### src/rtl/mem_wb_pipe_stage_if.sv
// MEM->WB entry channel: valid/ready handshake plus the write-back fields of one entry.
interface mem_wb_pipe_stage_if #(
  parameter int unsigned DATA_W    = 32,
  parameter int unsigned REGADDR_W = 5
);
  logic                 Valid;
  logic                 Ready;
  logic [DATA_W-1:0]    Instruction;
  logic                 MemToReg;
  logic                 RegWrite;
  logic [REGADDR_W-1:0] WriteRegister;
  logic [DATA_W-1:0]    ALUResult;
  logic [DATA_W-1:0]    DataMemory;

  modport master (
    output Valid, Instruction, MemToReg, RegWrite, WriteRegister, ALUResult, DataMemory,
    input  Ready
  );

  modport slave (
    input  Valid, Instruction, MemToReg, RegWrite, WriteRegister, ALUResult, DataMemory,
    output Ready
  );
endinterface

### src/rtl/mem_wb_pipe_stage.sv
// MEM->WB pipeline register with valid/ready flow control, optional skid entry,
// synchronous flush and bubble values whenever the stage is empty.
module mem_wb_pipe_stage #(
  parameter int unsigned DATA_W          = 32,
  parameter int unsigned REGADDR_W       = 5,
  parameter bit          SKID            = 1'b1,
  parameter bit          BUBBLE_MEMTOREG = 1'b1
) (
  input  logic                Clock,
  input  logic                Reset,
  input  logic                Flush,
  mem_wb_pipe_stage_if.slave  in_if,
  mem_wb_pipe_stage_if.master out_if,
  output logic [1:0]          Occupancy
);

  localparam int unsigned EntryW = 3 * DATA_W + REGADDR_W + 2;

  // Field order: instruction, mem_to_reg, reg_write, write_register, alu_result, data_memory.
  localparam logic [EntryW-1:0] BubbleEntry = {{DATA_W{1'b0}}, BUBBLE_MEMTOREG, 1'b0,
                                               {REGADDR_W{1'b0}}, {DATA_W{1'b0}},
                                               {DATA_W{1'b0}}};

  typedef enum logic [1:0] {
    StEmpty = 2'd0,
    StOne   = 2'd1,
    StFull  = 2'd2
  } state_e;

  state_e              state_q, state_d;
  logic [EntryW-1:0]   head_q, head_d;
  logic [EntryW-1:0]   skid_q, skid_d;
  logic [EntryW-1:0]   in_entry;
  logic                accept;
  logic                pop;

  assign in_entry = {in_if.Instruction, in_if.MemToReg, in_if.RegWrite, in_if.WriteRegister,
                     in_if.ALUResult, in_if.DataMemory};
  assign accept   = in_if.Valid && in_if.Ready;
  assign pop      = out_if.Valid && out_if.Ready;

  // State register
  always_ff @(posedge Clock) begin
    if (Reset) begin
      state_q <= StEmpty;
    end else begin
      state_q <= state_d;
    end
  end

  // Next-state logic; with SKID=0 an accept in StOne always coincides with a pop.
  always_comb begin
    state_d = state_q;
    if (Flush) begin
      state_d = StEmpty;
    end else begin
      unique case (state_q)
        StEmpty: if (accept) state_d = StOne;
        StOne: begin
          if (accept && !pop) begin
            state_d = StFull;
          end else if (!accept && pop) begin
            state_d = StEmpty;
          end
        end
        StFull:  if (pop) state_d = StOne;
        default: state_d = StEmpty;
      endcase
    end
  end

  // Entry storage; the head is forced to bubble values whenever the stage goes empty.
  always_comb begin
    head_d = head_q;
    skid_d = skid_q;
    if (Flush) begin
      head_d = BubbleEntry;
    end else begin
      unique case (state_q)
        StEmpty: if (accept) head_d = in_entry;
        StOne: begin
          if (accept && pop) begin
            head_d = in_entry;
          end else if (accept) begin
            skid_d = in_entry;
          end else if (pop) begin
            head_d = BubbleEntry;
          end
        end
        StFull:  if (pop) head_d = skid_q;
        default: head_d = BubbleEntry;
      endcase
    end
  end

  always_ff @(posedge Clock) begin
    if (Reset) begin
      head_q <= BubbleEntry;
      skid_q <= '0;
    end else begin
      head_q <= head_d;
      skid_q <= skid_d;
    end
  end

  // Outputs
  always_comb begin
    out_if.Valid = (state_q != StEmpty);
    in_if.Ready  = SKID ? (state_q != StFull) : ((state_q == StEmpty) || out_if.Ready);
    Occupancy    = state_q;
    {out_if.Instruction, out_if.MemToReg, out_if.RegWrite, out_if.WriteRegister,
     out_if.ALUResult, out_if.DataMemory} = head_q;
  end

endmodule

### src/flat_wrapper.sv
// flat-port wrapper written by rule: the top's interface ports become plain ports
module mem_wb_pipe_stage_flat 
#(
  parameter int unsigned DATA_W          = 32,
  parameter int unsigned REGADDR_W       = 5,
  parameter bit          SKID            = 1'b1,
  parameter bit          BUBBLE_MEMTOREG = 1'b1
)
  (Clock, Reset, Flush, Occupancy, in_if_Valid, in_if_Instruction, in_if_MemToReg, in_if_RegWrite, in_if_WriteRegister, in_if_ALUResult, in_if_DataMemory, in_if_Ready, out_if_Valid, out_if_Instruction, out_if_MemToReg, out_if_RegWrite, out_if_WriteRegister, out_if_ALUResult, out_if_DataMemory, out_if_Ready);
  mem_wb_pipe_stage_if #(.DATA_W(DATA_W), .REGADDR_W(REGADDR_W)) in_if_i ();
  mem_wb_pipe_stage_if #(.DATA_W(DATA_W), .REGADDR_W(REGADDR_W)) out_if_i ();
  input  logic Clock;
  input  logic Reset;
  input  logic Flush;
  output logic [1:0] Occupancy;
  input wire logic [$bits(in_if_i.Valid)-1:0] in_if_Valid;
  input wire logic [$bits(in_if_i.Instruction)-1:0] in_if_Instruction;
  input wire logic [$bits(in_if_i.MemToReg)-1:0] in_if_MemToReg;
  input wire logic [$bits(in_if_i.RegWrite)-1:0] in_if_RegWrite;
  input wire logic [$bits(in_if_i.WriteRegister)-1:0] in_if_WriteRegister;
  input wire logic [$bits(in_if_i.ALUResult)-1:0] in_if_ALUResult;
  input wire logic [$bits(in_if_i.DataMemory)-1:0] in_if_DataMemory;
  output wire logic [$bits(in_if_i.Ready)-1:0] in_if_Ready;
  output wire logic [$bits(out_if_i.Valid)-1:0] out_if_Valid;
  output wire logic [$bits(out_if_i.Instruction)-1:0] out_if_Instruction;
  output wire logic [$bits(out_if_i.MemToReg)-1:0] out_if_MemToReg;
  output wire logic [$bits(out_if_i.RegWrite)-1:0] out_if_RegWrite;
  output wire logic [$bits(out_if_i.WriteRegister)-1:0] out_if_WriteRegister;
  output wire logic [$bits(out_if_i.ALUResult)-1:0] out_if_ALUResult;
  output wire logic [$bits(out_if_i.DataMemory)-1:0] out_if_DataMemory;
  input wire logic [$bits(out_if_i.Ready)-1:0] out_if_Ready;
  assign in_if_i.Valid = in_if_Valid;
  assign in_if_i.Instruction = in_if_Instruction;
  assign in_if_i.MemToReg = in_if_MemToReg;
  assign in_if_i.RegWrite = in_if_RegWrite;
  assign in_if_i.WriteRegister = in_if_WriteRegister;
  assign in_if_i.ALUResult = in_if_ALUResult;
  assign in_if_i.DataMemory = in_if_DataMemory;
  assign in_if_Ready = in_if_i.Ready;
  assign out_if_Valid = out_if_i.Valid;
  assign out_if_Instruction = out_if_i.Instruction;
  assign out_if_MemToReg = out_if_i.MemToReg;
  assign out_if_RegWrite = out_if_i.RegWrite;
  assign out_if_WriteRegister = out_if_i.WriteRegister;
  assign out_if_ALUResult = out_if_i.ALUResult;
  assign out_if_DataMemory = out_if_i.DataMemory;
  assign out_if_i.Ready = out_if_Ready;
  mem_wb_pipe_stage #(.DATA_W(DATA_W), .REGADDR_W(REGADDR_W), .SKID(SKID), .BUBBLE_MEMTOREG(BUBBLE_MEMTOREG)) u_core (.Clock(Clock), .Reset(Reset), .Flush(Flush), .in_if(in_if_i), .out_if(out_if_i), .Occupancy(Occupancy));
endmodule
### config.mk
export PLATFORM = sky130hd
export DESIGN_NAME = mem_wb_pipe_stage_flat
export DESIGN_NICKNAME = d
export VERILOG_FILES = /design/src/rtl/mem_wb_pipe_stage_if.sv /design/src/rtl/mem_wb_pipe_stage.sv /design/src/flat_wrapper.sv
export SDC_FILE = /design/constraint.sdc
export NUM_CORES = 1
export LEC_CHECK = 0
export ABC_AREA = 0
export BUFFER_PORTS_ARGS = -buffer_cell sky130_fd_sc_hd__buf_2
export CAP_MARGIN = 20
export CORE_MARGIN = 3
export CORE_UTILIZATION = 49
export DETAILED_ROUTE_END_ITERATION = 10
export PLACE_DENSITY = 0.83
export SYNTH_ARGS = -nofsm -noshare
export SYNTH_HDL_FRONTEND = slang
export SYNTH_SLANG_ARGS = --single-unit
export TNS_END_PERCENT = 20
### constraint.sdc
create_clock -name Clock -period 3.1 [get_ports Clock]
set_input_delay 0.31 -clock Clock [delete_from_list [all_inputs] [get_ports Clock]]
set_output_delay 0.31 -clock Clock [all_outputs]
set_load 0.02 [all_outputs]
Word level (Yosys, flattened, before mapping). Cells that the tools add are included.

Output and inout port bits: 107. Word-level logic and storage cells: 37. Register bits after elaboration: 208. Memories: 0. Input bits: 108. Bits in writable memories: 0. Bits in latches: 0. Memory bits (read-only): 0.

Add/sub/neg operators: 0. Shift-type cells: 0. Bitwise operators: 2. Reduce and logical (&&, ||, !) cells: 13. Mux-type cells: 11. Equal/unequal tests: 8. Divide/modulo/power cells: 0. Multiply operators: 0. Order comparisons: 0.

Operators by type and width (number): $mux 103 (5); $pmux 103 s3 (1); $mux 2 (4); $reduce_and 4->1 (2); $ne 3x1->1 const B (2); $pmux 2 s3 (1); $logic_and 1x1->1 (5); $ne 2x1->1 const B (2); $ne 3x3->1 const B (1); $reduce_and 3->1 (1); $eq 2x1->1 const B (1); $eq 2x2->1 const B (1); $logic_not 1->1 (2); $logic_not 2->1 (1); $ne 2x2->1 const B (1); $not 1->1 (2); $reduce_bool 2->1 (1); $reduce_or 2->1 (1).

Longest topological paths before layout.
Word-level depth: 7. Mapped depth: 7. Gate-level depth less buffers: 3.

Least setup slack after synthesis. No wires, ideal clock.

Path type: register to register. Start: reg u_core.state_q[0] (netlist: u_core.Occupancy[0]). End: reg u_core.head_q[21]. Setup time: 0.071 ns. Path buffers: 2. Required time: 3.029 ns. Cell stages (with the launch flop): 6. Clock period less this slack: 1.644 ns. Arrival time: 1.573 ns. Slack: 1.456 ns. Path through: dfxtp_1 > mux2_2 > a211oi_2 > buf_4 > buf_6 > o2bb2ai_1.

Longest elaborated chain between the ends: 5. Elaborated cells between the ends (all ways): 15. Those cells by class: eq/ne: 7; mux: 2; reduce/logical: 6.

RTL lines: start, declared (RTL line mem_wb_pipe_stage.sv:30) `state_e state_q, state_d;`; start signal, assigned (RTL line mem_wb_pipe_stage.sv:45) `state_q <= StEmpty;`; start signal, assigned (RTL line mem_wb_pipe_stage.sv:47) `state_q <= state_d;`; $ne 2x2->1 / $reduce_bool 2->1 (equally long branches) (RTL line mem_wb_pipe_stage.sv:109, mem_wb_pipe_stage.sv:108); $logic_and 1x1->1 (on tied branches) (RTL line mem_wb_pipe_stage.sv:39, mem_wb_pipe_stage.sv:40); $logic_and 1x1->1 (RTL line mem_wb_pipe_stage.sv:82) `if (accept && pop) begin`; $ne 3x3->1 (no source line), or another cell as far along; $reduce_and 4->1 (no source line) / $pmux 103 s3 (equally long branches); end signal, assigned (RTL line mem_wb_pipe_stage.sv:98) `head_q <= BubbleEntry;`; end, declared (RTL line mem_wb_pipe_stage.sv:31) `logic [EntryW-1:0] head_q, head_d;`.

Several ways; a longest one is shown, not always the timed one. A chain may end at the register's enable or synchronous reset.

Worst setup path in the final report. Ends and elaborated chain as after synthesis.

==> out/qor.txt <==
Outcome: complete, no violations
Pre-antenna DRT Iters: 7
Reg-to-Reg Start: u_core.Occupancy[0]
Worst slew margin: 19.8%
CP Buf/Inv Count: 1
Setup slack, reg-to-reg: 0.80 ns
Post-Syn Area per Cell: 9.84 µm²
IO Pins: 215
Fmax: 0.435 GHz
Synth top area share: 48.9%
Largest net degree at the start of global routing: 104
Syn-to-layout area delta: 20.9%
Power density over cell area: 585 nW/µm²
CORE AREA: 16800 µm²
Port bufs: 214
Number of synthesis warnings: 0
Crit-path max FO: 57
Setup crit end kind: flop
CP Launch Type: flop
Initial antenna violation count: 0
Crit-path slowest cell: dfxtp_1
Cts repair resizes: 0
Tcrit/Tclk final: 74.1%
Critical path startpoint: u_core.Occupancy[0]
DP Wirelength: 13.6 mm
Reg2Reg Depth: 4
Hold slack: 0.0776 ns
Skew final: 0.0122 ns
Post-synth top cells: dfxtp_1 (208), a21oi_1 (106), nand3b_1 (104)
P_leak: 3.69 nW
CTS Sinks: 208
Max clock buf depth: 3
Layout fillers: 1396
GR Util All Layers: 23.7%
Sequential area share after synthesis: 48.9%
Critical-path cell list: mux2_2, a211oi_4, buf_4, o2bb2ai_1
Final setup TNS: 0 ns
Post-synthesis cell area: 8520 µm²
Global route overflow: 0
Critical path start-end classification: reg -> reg
Top-count cell post-synth: dfxtp_1
Vias in the first global route: 7155
Pre-CTS WS: 0.841 ns
Initial Util: 50.6%
Clk slew on worst S/H paths: 0.06 ns
Post-DRT Antenna Nets: 0
Final setup margin: 0.802 ns
RSZ-0062 raised after global routing: false
Vias per cell: 6.31
# nets final: 1110
Routed len/inst: 19.7 µm
DRT Wirelength: 24.4 mm
Chip Height: 138 µm
Die width: 138 µm
Worst-Margin Slew: 1.20 ns
Final Hold Fails: 0
Setup Fix Bufs, Post-CTS: 0
Maximum VDD drop: 0.391 mV
CTS tree: yes
Clk_lat worst skew: 0.49 ns
Routed via count: 7820
Post-synth net total: 973
DRC viols: 0
FF+latch count, synth: 208
Predominant post-synthesis flop cell: dfxtp_1
Crit-path leading delay family: flip-flops
Worst setup path endpoint: u_core.head_q[21]
Maximum Capacitance Violations: 0
Final setup violation count: 0
Reg2reg end: u_core.head_q[21]
EDFF count, synth: 0
Ys async rst share: 0%
Crit path time final: 2.30 ns
Placed insts: 1197
Full die area: 19000 µm²
Worst EP required: 3.51 ns
First-pass GRT wire length: 37.1 mm
Final non-filler cell total: 1239
GP Congestion: 0.757
HP Class: in -> reg
Crit path arrival time: 2.71 ns
Unique masters post-synth: 31
Rows: 47
Fin. max-slew vios: 0
Initial DRC Count: 577
CTS Buf Count: 22
Top cells by area, synth: dfxtp_1 (49%), a32oi_1 (10%), o2bb2ai_1 (10%), nand3b_1 (9.2%), a21oi_1 (6.2%)
H-Tree Level Count: 1
CTS Hold Bufs: 0
Crit. path cell count: 4
Max stage delay on crit path: 0.70 ns
Synth Instances: 865
Synth area leader: dfxtp_1
Root buffer cell: clkbuf_16
Layout cells sized above 1: 26.5%
[power breakdown]
group,internal [W],switching (W)
combinational,0.000194,0.000336
clock,0.00169,0.00103
sequential,0.00273,0.0000356
[layer usage]
metal,up-vias,part of all wire (%),global-route usage [%]
li1,3651,-,-
met1,3795,43,32.0
met2,345,47,39.0
met3,29,8.0,4.42
met4,0,1.7,6.31
met5,-,0,0
[registers in the layout (all words and copies together) (netlist names)]
name	cells
u_core.head_q	103
u_core.Occupancy	2
u_core.skid_q	103
[layout make-up]
cell class	instances	area, µm²	area share [%]
Sequential cell	208	4160	40.4
Multi-Input combinational cell	539	3830	37.3
Timing Repair Buffer	230	1270	12.3
Clock buffer	37	658	6.39
Tap cell	220	275	2.67
Clock inverter	3	90.1	0.875
Inverter	1	3.75	0.0365
Antenna cell	1	2.50	0.0243
[cells by family (layout without fill, tap and decap cells)]
logic type / after synthesis / after routing / share of synthesized area (%)
simple gates: 117 / 117 / 10.2
buf+inv: 118 / 271 / 6.64
flops: 208 / 208 / 48.9
compound gates: 419 / 419 / 33.9
other cells: 0 / 1 / 0
mux: 3 / 3 / 0.382
[per-stage QoR]
| step | instance area, µm² | power (W) | utilization (%) |
|---|---|---|---|
| 2_1_floorplan | 8520 | 0.00314 | - |
| 3_3_place_gp | 9520 | 0.00334 | 56.6 |
| 3_5_place_dp | 9520 | 0.00335 | 56.6 |
| 4_1_cts | 10300 | 0.00606 | 61.0 |
| 5_1_grt | 10300 | 0.00623 | 61.2 |
| 6_report | 10300 | 0.00602 | 61.2 |
[worst min path at each step]
stage	startpoint	to	slack, ns	cells past startpoint
after floorplan	in_if_MemToReg	u_core.head_q[70]	0.45	1
after global placement	u_core.head_q[77]	u_core.head_q[77]	0.44	1
after detailed placement	u_core.head_q[99]	u_core.head_q[99]	0.44	1
after CTS	in_if_MemToReg	u_core.head_q[70]	0.06	2
after global routing	in_if_ALUResult[16]	u_core.skid_q[48]	0.08	3
final	in_if_MemToReg	u_core.head_q[70]	0.08	2
[cell usage in the layout (no fill, tap or decap)]
cell type / synthesis / final
diode_2: 0 / 1
and4bb_4: 0 / 1
a21oi_1: 106 / 106
o21ai_1: 9 / 9
buf_2: 22 / 212
clkbuf_8: 0 / 3
dfxtp_1: 208 / 208
o21a_1: 2 / 2
nand3b_1: 104 / 104
buf_4: 9 / 13
inv_1: 1 / 1
a211oi_4: 0 / 1
a221o_1: 1 / 1
buf_12: 0 / 4
bufinv_16: 0 / 3
clkbuf_1: 67 / 11
or2_4: 0 / 1
a211oi_1: 1 / 1
and3b_4: 0 / 1
nand2_1: 2 / 2
mux2i_1: 1 / 1
o2bb2ai_1: 102 / 102
buf_16: 0 / 1
clkbuf_16: 0 / 23
nor2_1: 2 / 2
nand4bb_4: 0 / 1
o211ai_1: 1 / 1
o21ai_0: 94 / 94
nand2b_4: 0 / 1
or3b_2: 1 / 1
or2_2: 1 / 1
nand2b_1: 2 / 1
mux2_2: 2 / 2
nor2b_4: 0 / 1
a32oi_1: 102 / 102
Note: power is estimated with default switching activity, not from simulation.
